--- src/rtl/memory_access_controller_if.sv ---
// memory_access_controller_if
//   Bundles the core-side request/response handshakes and the external
//   single-port memory bus used by memory_access_controller.
//   master : the controller's view (drives bus strobes, done pulses, stall)
//   slave  : the environment's view (core stages and memory model)
//   Signals:
//     fetch_req/fetch_addr -> fetch_data/fetch_done     instruction fetch
//     read_mem/write_mem/load_byte/store_byte,
//     data_addr/data_wdata -> data_rdata/data_done      load/store
//     stall                                             pipeline freeze
//     bus_addr/bus_wdata/bus_be/bus_ren/bus_wen,
//     bus_rdata/bus_ack                                 memory bus
interface memory_access_controller_if #(
    parameter int ADDR_W = 32,
    parameter int DATA_W = 32
);
    logic              fetch_req;
    logic [ADDR_W-1:0] fetch_addr;
    logic [DATA_W-1:0] fetch_data;
    logic              fetch_done;
    logic              read_mem;
    logic              write_mem;
    logic              load_byte;
    logic              store_byte;
    logic [ADDR_W-1:0] data_addr;
    logic [DATA_W-1:0] data_wdata;
    logic [DATA_W-1:0] data_rdata;
    logic              data_done;
    logic              stall;
    logic [ADDR_W-1:0] bus_addr;
    logic [DATA_W-1:0] bus_wdata;
    logic [3:0]        bus_be;
    logic              bus_ren;
    logic              bus_wen;
    logic [DATA_W-1:0] bus_rdata;
    logic              bus_ack;

    modport master (
        input  fetch_req, fetch_addr, read_mem, write_mem, load_byte,
               store_byte, data_addr, data_wdata, bus_rdata, bus_ack,
        output fetch_data, fetch_done, data_rdata, data_done, stall,
               bus_addr, bus_wdata, bus_be, bus_ren, bus_wen
    );

    modport slave (
        output fetch_req, fetch_addr, read_mem, write_mem, load_byte,
               store_byte, data_addr, data_wdata, bus_rdata, bus_ack,
        input  fetch_data, fetch_done, data_rdata, data_done, stall,
               bus_addr, bus_wdata, bus_be, bus_ren, bus_wen
    );
endinterface

--- src/rtl/memory_access_controller.sv ---
// memory_access_controller
//   Arbitrates instruction fetch and data load/store onto one shared
//   single-port memory bus. Data wins over fetch, store wins over load.
//   Handles sb/lb byte lanes and holds the pipeline stalled until the
//   access completes.
//   Ports:
//     clk  - rising-edge clock
//     rst  - synchronous active-high reset
//     mif  - memory_access_controller_if.master (requests, responses, bus)
module memory_access_controller #(
    parameter int ADDR_W = 32,
    parameter int DATA_W = 32
) (
    input  logic clk,
    input  logic rst,
    memory_access_controller_if.master mif
);

    typedef enum logic [1:0] {
        IDLE  = 2'd0,
        DATA  = 2'd1,
        FETCH = 2'd2,
        RESP  = 2'd3
    } state_e;

    state_e            state_q, state_d;
    logic [ADDR_W-1:0] bus_addr_q, bus_addr_d;
    logic [DATA_W-1:0] bus_wdata_q, bus_wdata_d;
    logic [3:0]        bus_be_q, bus_be_d;
    logic              bus_ren_q, bus_ren_d;
    logic              bus_wen_q, bus_wen_d;
    logic              is_lb_q, is_lb_d;
    logic [1:0]        lane_q, lane_d;
    logic [DATA_W-1:0] fetch_data_q, fetch_data_d;
    logic [DATA_W-1:0] data_rdata_q, data_rdata_d;
    logic              fetch_done_q, fetch_done_d;
    logic              data_done_q, data_done_d;
    logic              stall_s;

    // Select byte lane k (bits 8k+7:8k) of a read word and sign-extend it.
    function automatic logic [DATA_W-1:0] lb_extend(input logic [DATA_W-1:0] word,
                                                     input logic [1:0]        lane);
        logic [7:0] b;
        case (lane)
            2'd0:    b = word[7:0];
            2'd1:    b = word[15:8];
            2'd2:    b = word[23:16];
            2'd3:    b = word[31:24];
            default: b = 8'h00;
        endcase
        return {{(DATA_W-8){b[7]}}, b};
    endfunction

    // State and output register bank with synchronous reset.
    always_ff @(posedge clk) begin
        if (rst) begin
            state_q      <= IDLE;
            bus_addr_q   <= '0;
            bus_wdata_q  <= '0;
            bus_be_q     <= 4'h0;
            bus_ren_q    <= 1'b0;
            bus_wen_q    <= 1'b0;
            is_lb_q      <= 1'b0;
            lane_q       <= 2'd0;
            fetch_data_q <= '0;
            data_rdata_q <= '0;
            fetch_done_q <= 1'b0;
            data_done_q  <= 1'b0;
        end else begin
            state_q      <= state_d;
            bus_addr_q   <= bus_addr_d;
            bus_wdata_q  <= bus_wdata_d;
            bus_be_q     <= bus_be_d;
            bus_ren_q    <= bus_ren_d;
            bus_wen_q    <= bus_wen_d;
            is_lb_q      <= is_lb_d;
            lane_q       <= lane_d;
            fetch_data_q <= fetch_data_d;
            data_rdata_q <= data_rdata_d;
            fetch_done_q <= fetch_done_d;
            data_done_q  <= data_done_d;
        end
    end

    // Next-state and next-output logic; bus fields hold while waiting for ack.
    always_comb begin
        state_d      = state_q;
        bus_addr_d   = bus_addr_q;
        bus_wdata_d  = bus_wdata_q;
        bus_be_d     = bus_be_q;
        bus_ren_d    = bus_ren_q;
        bus_wen_d    = bus_wen_q;
        is_lb_d      = is_lb_q;
        lane_d       = lane_q;
        fetch_data_d = fetch_data_q;
        data_rdata_d = data_rdata_q;
        fetch_done_d = 1'b0;
        data_done_d  = 1'b0;
        case (state_q)
            IDLE: begin
                if (mif.write_mem) begin
                    state_d    = DATA;
                    bus_addr_d = {mif.data_addr[ADDR_W-1:2], 2'b00};
                    bus_ren_d  = 1'b0;
                    bus_wen_d  = 1'b1;
                    is_lb_d    = 1'b0;
                    lane_d     = mif.data_addr[1:0];
                    if (mif.store_byte) begin
                        bus_be_d    = 4'b0001 << mif.data_addr[1:0];
                        bus_wdata_d = {4{mif.data_wdata[7:0]}};
                    end else begin
                        bus_be_d    = 4'hF;
                        bus_wdata_d = mif.data_wdata;
                    end
                end else if (mif.read_mem) begin
                    state_d     = DATA;
                    bus_addr_d  = {mif.data_addr[ADDR_W-1:2], 2'b00};
                    bus_wdata_d = mif.data_wdata;
                    bus_be_d    = 4'hF;
                    bus_ren_d   = 1'b1;
                    bus_wen_d   = 1'b0;
                    is_lb_d     = mif.load_byte;
                    lane_d      = mif.data_addr[1:0];
                end else if (mif.fetch_req) begin
                    state_d    = FETCH;
                    bus_addr_d = {mif.fetch_addr[ADDR_W-1:2], 2'b00};
                    bus_be_d   = 4'hF;
                    bus_ren_d  = 1'b1;
                    bus_wen_d  = 1'b0;
                    is_lb_d    = 1'b0;
                end else begin
                    state_d = IDLE;
                end
            end
            DATA: begin
                if (mif.bus_ack) begin
                    state_d     = RESP;
                    bus_ren_d   = 1'b0;
                    bus_wen_d   = 1'b0;
                    data_done_d = 1'b1;
                    // A store leaves the previous load result untouched.
                    if (bus_wen_q) begin
                        data_rdata_d = data_rdata_q;
                    end else if (is_lb_q) begin
                        data_rdata_d = lb_extend(mif.bus_rdata, lane_q);
                    end else begin
                        data_rdata_d = mif.bus_rdata;
                    end
                end else begin
                    state_d = DATA;
                end
            end
            FETCH: begin
                if (mif.bus_ack) begin
                    state_d      = RESP;
                    bus_ren_d    = 1'b0;
                    bus_wen_d    = 1'b0;
                    fetch_done_d = 1'b1;
                    fetch_data_d = mif.bus_rdata;
                end else begin
                    state_d = FETCH;
                end
            end
            RESP: begin
                state_d = IDLE;
            end
            default: begin
                state_d   = IDLE;
                bus_ren_d = 1'b0;
                bus_wen_d = 1'b0;
            end
        endcase
    end

    // Stall rises in the same cycle a request is seen so the PC freezes at once.
    always_comb begin
        stall_s = 1'b0;
        case (state_q)
            IDLE:    stall_s = mif.read_mem | mif.write_mem | mif.fetch_req;
            DATA:    stall_s = 1'b1;
            FETCH:   stall_s = 1'b1;
            RESP:    stall_s = 1'b0;
            default: stall_s = 1'b0;
        endcase
    end

    assign mif.bus_addr   = bus_addr_q;
    assign mif.bus_wdata  = bus_wdata_q;
    assign mif.bus_be     = bus_be_q;
    assign mif.bus_ren    = bus_ren_q;
    assign mif.bus_wen    = bus_wen_q;
    assign mif.fetch_data = fetch_data_q;
    assign mif.fetch_done = fetch_done_q;
    assign mif.data_rdata = data_rdata_q;
    assign mif.data_done  = data_done_q;
    assign mif.stall      = stall_s;

endmodule

--- src/flat_wrapper.sv ---
// flat-port wrapper written by rule: the top's interface ports become plain ports
module memory_access_controller_flat 
#(
    parameter int ADDR_W = 32,
    parameter int DATA_W = 32
)
  (clk, rst, mif_fetch_req, mif_fetch_addr, mif_read_mem, mif_write_mem, mif_load_byte, mif_store_byte, mif_data_addr, mif_data_wdata, mif_bus_rdata, mif_bus_ack, mif_fetch_data, mif_fetch_done, mif_data_rdata, mif_data_done, mif_stall, mif_bus_addr, mif_bus_wdata, mif_bus_be, mif_bus_ren, mif_bus_wen);
  memory_access_controller_if #(.ADDR_W(ADDR_W), .DATA_W(DATA_W)) mif_i ();
  input  logic clk;
  input  logic rst;
  input wire logic [$bits(mif_i.fetch_req)-1:0] mif_fetch_req;
  input wire logic [$bits(mif_i.fetch_addr)-1:0] mif_fetch_addr;
  input wire logic [$bits(mif_i.read_mem)-1:0] mif_read_mem;
  input wire logic [$bits(mif_i.write_mem)-1:0] mif_write_mem;
  input wire logic [$bits(mif_i.load_byte)-1:0] mif_load_byte;
  input wire logic [$bits(mif_i.store_byte)-1:0] mif_store_byte;
  input wire logic [$bits(mif_i.data_addr)-1:0] mif_data_addr;
  input wire logic [$bits(mif_i.data_wdata)-1:0] mif_data_wdata;
  input wire logic [$bits(mif_i.bus_rdata)-1:0] mif_bus_rdata;
  input wire logic [$bits(mif_i.bus_ack)-1:0] mif_bus_ack;
  output wire logic [$bits(mif_i.fetch_data)-1:0] mif_fetch_data;
  output wire logic [$bits(mif_i.fetch_done)-1:0] mif_fetch_done;
  output wire logic [$bits(mif_i.data_rdata)-1:0] mif_data_rdata;
  output wire logic [$bits(mif_i.data_done)-1:0] mif_data_done;
  output wire logic [$bits(mif_i.stall)-1:0] mif_stall;
  output wire logic [$bits(mif_i.bus_addr)-1:0] mif_bus_addr;
  output wire logic [$bits(mif_i.bus_wdata)-1:0] mif_bus_wdata;
  output wire logic [$bits(mif_i.bus_be)-1:0] mif_bus_be;
  output wire logic [$bits(mif_i.bus_ren)-1:0] mif_bus_ren;
  output wire logic [$bits(mif_i.bus_wen)-1:0] mif_bus_wen;
  assign mif_i.fetch_req = mif_fetch_req;
  assign mif_i.fetch_addr = mif_fetch_addr;
  assign mif_i.read_mem = mif_read_mem;
  assign mif_i.write_mem = mif_write_mem;
  assign mif_i.load_byte = mif_load_byte;
  assign mif_i.store_byte = mif_store_byte;
  assign mif_i.data_addr = mif_data_addr;
  assign mif_i.data_wdata = mif_data_wdata;
  assign mif_i.bus_rdata = mif_bus_rdata;
  assign mif_i.bus_ack = mif_bus_ack;
  assign mif_fetch_data = mif_i.fetch_data;
  assign mif_fetch_done = mif_i.fetch_done;
  assign mif_data_rdata = mif_i.data_rdata;
  assign mif_data_done = mif_i.data_done;
  assign mif_stall = mif_i.stall;
  assign mif_bus_addr = mif_i.bus_addr;
  assign mif_bus_wdata = mif_i.bus_wdata;
  assign mif_bus_be = mif_i.bus_be;
  assign mif_bus_ren = mif_i.bus_ren;
  assign mif_bus_wen = mif_i.bus_wen;
  memory_access_controller #(.ADDR_W(ADDR_W), .DATA_W(DATA_W)) u_core (.clk(clk), .rst(rst), .mif(mif_i));
endmodule
--- config.mk ---
export PLATFORM = sky130hd
export DESIGN_NAME = memory_access_controller_flat
export DESIGN_NICKNAME = d
export VERILOG_FILES = /design/src/rtl/memory_access_controller_if.sv /design/src/rtl/memory_access_controller.sv /design/src/flat_wrapper.sv
export SDC_FILE = /design/constraint.sdc
export NUM_CORES = 1
export LEC_CHECK = 0
export BUFFER_PORTS_ARGS = -buffer_cell sky130_fd_sc_hd__buf_4
export CAP_MARGIN = 5
export CORE_ASPECT_RATIO = 0.8
export CORE_MARGIN = 10
export CORE_UTILIZATION = 32
export DETAILED_ROUTE_END_ITERATION = 8
export GPL_ROUTABILITY_DRIVEN = 0
export SLEW_MARGIN = 20
export SYNTH_ARGS = -nofsm -noshare
export SYNTH_HDL_FRONTEND = slang
export SYNTH_SLANG_ARGS = --single-unit
export TNS_END_PERCENT = 30
--- constraint.sdc ---
create_clock -name clk -period 4.4 [get_ports clk]
set_clock_uncertainty 0.2 [all_clocks]
set_input_delay 1.1 -clock clk [delete_from_list [all_inputs] [get_ports clk]]
set_output_delay 1.1 -clock clk [all_outputs]
set_load 0.01 [all_outputs]
# Yosys cells after proc, flatten, opt, wreduce, memory -nomap -nowiden
# Cells that the tools add are included.
# word_totals
wordCells	72
ff_bits	141
out_inout_bits	137
n_memories	0
rom_bits	0
latchBits	0
ramBits	0
# classes
muxes	33
bitwise	5
n_eq_ne	8
n_addsub	0
multipliers	0
div_mod_pow	0
reduce_logical	13
n_shift	1
order_cmp	0
# ops
cell	n
2-to-1 mux 32 bit	7
case mux 8 bit (4 select lines)	1
2-to-1 mux 4 bit	4
2-to-1 mux 2 bit	6
2-to-1 mux 1 bit	11
== test 2 bit, second input constant	4
case mux 2 bit (4 select lines)	1
AND reduction 2 bit	3
AND reduction 3 bit	2
OR reduction 2 bit	3
== test 2 x 1 -> 1 bit, second input constant	2
logical NOT 2 bit	2
inequality test 4 bit, second input constant	1
case mux 1 bit (2 select lines)	2
nonzero test 2 bit	2
<< shifter 1 x 2 -> 4 bit, first input constant	1
inverter 1 bit	3
case mux 1 bit (3 select lines)	1
nonzero test 3 bit	1
inequality test 2 x 1 -> 1 bit, second input constant	1
bitwise OR 1 bit	2

# Logic depth before layout (Yosys ltp)
# logic_depth
ltp_word	4
depth_mapped	7
ltp_nobuf	5

# Least setup slack after synthesis
# Ideal clock, no wire load.
# synth_timing
path_type	input to output
startpoint	in mif_read_mem
endpoint	out mif_stall
cell_stages	4
slack_ns	1.304
t_arrival_ns	1.796
t_required_ns	3.100
path_cell_list	buf_2 -> clkbuf_1 -> nor3_1 -> a21oi_1
# synth_via
elab_chain_len	3
# synth_lines
element	line_no	source
from (decl)	flat_wrapper.sv:13	input wire logic [$bits(mif_i.read_mem)-1:0] mif_read_mem;
bitwise OR 1 bit (2 in series)	memory_access_controller.sv:179	IDLE: stall_s = mif.read_mem | mif.write_mem | mif.fetch_req;
case mux 1 bit (3 select lines)	memory_access_controller.sv:178	case (state_q)
to (decl)	flat_wrapper.sv:25	output wire logic [$bits(mif_i.stall)-1:0] mif_stall;
# No other way between the ends.

# Worst setup path after layout
# Same ends and word-level chain as after synthesis.

==> out/qor.yml <==
finish:
  fin_area_um2: 8660
  final_cell_count_no_fill: 1179
  num-fill-cells: 1789
  area_growth_syn_to_layout_pct: 45.9
  nNetsFinal: 1078
  drive_above_1_share_pct: 35.0
  diodes: 0
clock_network:
  cts_resized: 0
  cts_sinks: 139
  clk_transition_reported_paths_ns: 0.06
  hold_buffers: 0
  clock_latency_ns: 0.41
  clock_path_buffers: 2
  h-tree-depth: 4
  post_cts_buffers: 0
  cts_tree: "yes"
  cts_buffers: 17
  root_buffer: "clkbuf_16"
pwr:
  power.share.clock_pct: 36.6
  netSwitchingFraction_pct: 30.1
  vdd_ir_drop_max_v: 0.000251
  power-per-cell-area_nw_per_um2: 502
  switching_power_w: 0.00131
  p_leak_nw: 3.67
  pwr-share-comb_pct: 27.3
  power.internal_w: 0.00304
  pwr-share-seq_pct: 36.1
synthesis:
  synth_top_area_cell: "dfxtp_1"
  yosys_warnings: 0
  synthCells: 705
  synth.avg_cell_area_um2: 8.42
  synth_edf_count: 0
  synth-main-ff-cell: "dfxtp_1"
  synth_top_area_share_pct: 46.9
  synth_cell_type_count: 40
  seq_area_frac_synth_pct: 46.9
  async_reset_ff_share_pct: 0
  synth_seq_cells: 139
  synth_area_um2: 5930
  synth.area.top_cells: "dfxtp_1, nand2_1, a311oi_1"
detailed_routing:
  num_vias: 5897
  vias_per_cell: 5.00
  route.detailed.drc: 0
  drtIter0Drc: 348
  ant_nets: 0
  wl_per_cell_um: 19.4
  wl_um: 22900
  drt_first_pass_iters: 4
sta:
  rsz0062_at_grt: "no"
  post-route-period-util_pct: 71.8
  clock.fmax_ghz: 0.316
  final_max_slew_viol_count: 0
  slew_headroom_pct: 35.3
  setup_tns_ns: 0
  fin_crit_ns: 3.16
  tightest_slew_ns: 0.968
  final-setup-viol-count: 0
  finalHoldViolations: 0
die:
  die_height_um: 142
  core_um2: 18200
  die_w_um: 172
  start_util_pct: 32.7
  boundaryPins: 273
  die-area_um2: 24400
  fp-row-count: 44
setup_path:
  critPathMaxStageDelay_ns: 0.32
  path_buf_inv: 2
  crit_type: "in2out"
  path_max_fanout: 37
  worstPathArrival_ns: 1.86
  cp-start-kind: "input pin"
  path_common_cell: "buf_4"
  cp-end-kind: "output port"
  worstPathCellList: "buf_4 > nor3_1 > a21oi_1 > buf_4"
  critPathRequiredTime_ns: 3.10
  critPathTopFamily: "buffers and inverters"
  crit_slowest_cell: "buf_4"
flow_run:
  drv_cap: 0
grt:
  grt_pass1_vias: 5789
  antenna_found_initial: 0
  grt_first_pass_wirelength_um: 34200
  grt.total_usage_pct: 18.1
  grt_max_degree: 70
  grt_overflow: 0
placed_design:
  dpl-instance-area_um2: 8010
  hpwl_um: 16800
  port_buffers: 268
  dp.cells: 1148
outcome:
  outcome: "complete, no violations"
hold_path:
  min_path_type: "reg2reg"
## worst min-delay path: stages, from the launching register on
cell and delay (ns):
dfxtp_1 0.31, nand2_1 0.05, a21oi_1 0.05
## registers in the layout (all words and copies together) (netlist names)
signal / cells
u_core.mif.bus_addr: 30
u_core.mif.fetch_data: 32
u_core.state_q: 2
u_core.mif.data_rdata: 32
u_core.mif.bus_wen: 1
u_core.mif.bus_wdata: 32
u_core.mif.data_done: 1
u_core.is_lb_q: 1
u_core.mif.bus_ren: 1
u_core.mif.bus_be: 4
u_core.mif.fetch_done: 1
u_core.lane_q: 2
## cell usage after synthesis, types with 2 or more instances
library cell,instances
nand2_1,120
a311oi_1,45
o21ai_0,34
nand3b_1,9
a211oi_1,28
ha_1,5
nor2_1,90
nand2b_1,27
and3_1,8
dfxtp_1,139
o221ai_1,4
mux2i_1,2
buf_6,6
nor3_1,25
o31ai_1,2
o41ai_1,3
a21oi_1,51
buf_2,23
inv_1,4
a311oi_2,10
buf_4,2
o32ai_1,2
mux2_2,7
o22ai_1,7
clkbuf_1,36
a221oi_1,2
## kinds of logic (layout without fill, tap and decap cells)
| logic type | count (synthesis) | in the layout | synth area share, % |
|---|---|---|---|
| and+or+nand+nor | 287 | 287 | 21.3 |
| AOI/OAI and AO/OA | 192 | 192 | 23.1 |
| DFF | 139 | 139 | 46.9 |
| buffers and inverters | 72 | 315 | 5.92 |
| muxes | 9 | 9 | 1.67 |
| adders and majority gates | 5 | 5 | 1.05 |
| other | 1 | 2 | 0.0632 |
## area by class of cell
cell class,instances,area (µm²),area share (%)
clock inverters,10,189,2.18
multi-input cells,495,2810,32.4
repair buffers,280,2110,24.4
clock buffers,21,460,5.32
well taps,230,288,3.32
inverters,4,15.0,0.173
flip-flops and latches,139,2780,32.1
## final timing paths
kind / slack [ns] / depth (start not counted) / end / start
max reg2reg: 2.21 / 6 / u_core.mif.bus_addr[7] / u_core.state_q[0]
max: 1.24 / 4 / mif_stall / mif_read_mem
min: 0.25 / 2 / u_core.mif.fetch_data[10] / u_core.mif.fetch_data[10]
min reg2reg: 0.25 / 2 / u_core.mif.fetch_data[10] / u_core.mif.fetch_data[10]
## metal layers
metal	routed length (µm)	vias to the layer above	track usage (%)	part of all wire (%)
met4	247	0	4.35	1.1
li1	-	2960	-	-
met5	0	-	0	0
met1	9600	2683	22.0	42
met2	10200	238	27.5	45
met3	2810	16	9.62	12
## cell usage in the layout, fill, tap and decap left out, drive strengths merged, types with 2 or more instances in the layout
master  synthesis  layout
o41ai           3       3
mux2i           2       2
clkinv          0       3
nand2b         27      27
nor2           90      90
o221ai          4       4
o31ai           2       2
a311oi         55      55
nand3b          9       9
buf            32     280
ha              5       5
o32ai           2       2
o21ai          35      35
and3            8       8
dfxtp         139     139
a221oi          2       2
nand2         120     120
inv             4       5
conb            1       2
a21oi          51      51
o22ai           7       7
mux2            7       7
a211oi         28      28
clkbuf         36      21
bufinv          0       5
nor3           25      25
## power by group through the flow
stage | clock network [W] | logic (W) | registers (W)
after floorplan | 0 | 0.000578 | 0.00167
after global placement | 0 | 0.00120 | 0.00159
after detailed placement | 0 | 0.00120 | 0.00159
after CTS | 0.00162 | 0.00121 | 0.00157
after global routing | 0.00168 | 0.00131 | 0.00159
final | 0.00159 | 0.00119 | 0.00157
## stage by stage
stage | worst slack [ns] | utilization, % | hold slack [ns] | total power (W)
2_1_floorplan | 1.30 | - | 0.281 | 0.00224
3_3_place_gp | 1.25 | 44.1 | 0.243 | 0.00279
3_5_place_dp | 1.23 | 44.1 | 0.249 | 0.00280
4_1_cts | 1.22 | 47.7 | 0.257 | 0.00440
5_1_grt | 1.12 | 47.7 | 0.276 | 0.00459
6_report | 1.24 | 47.7 | 0.253 | 0.00435
(Power assumes the default switching activity.)
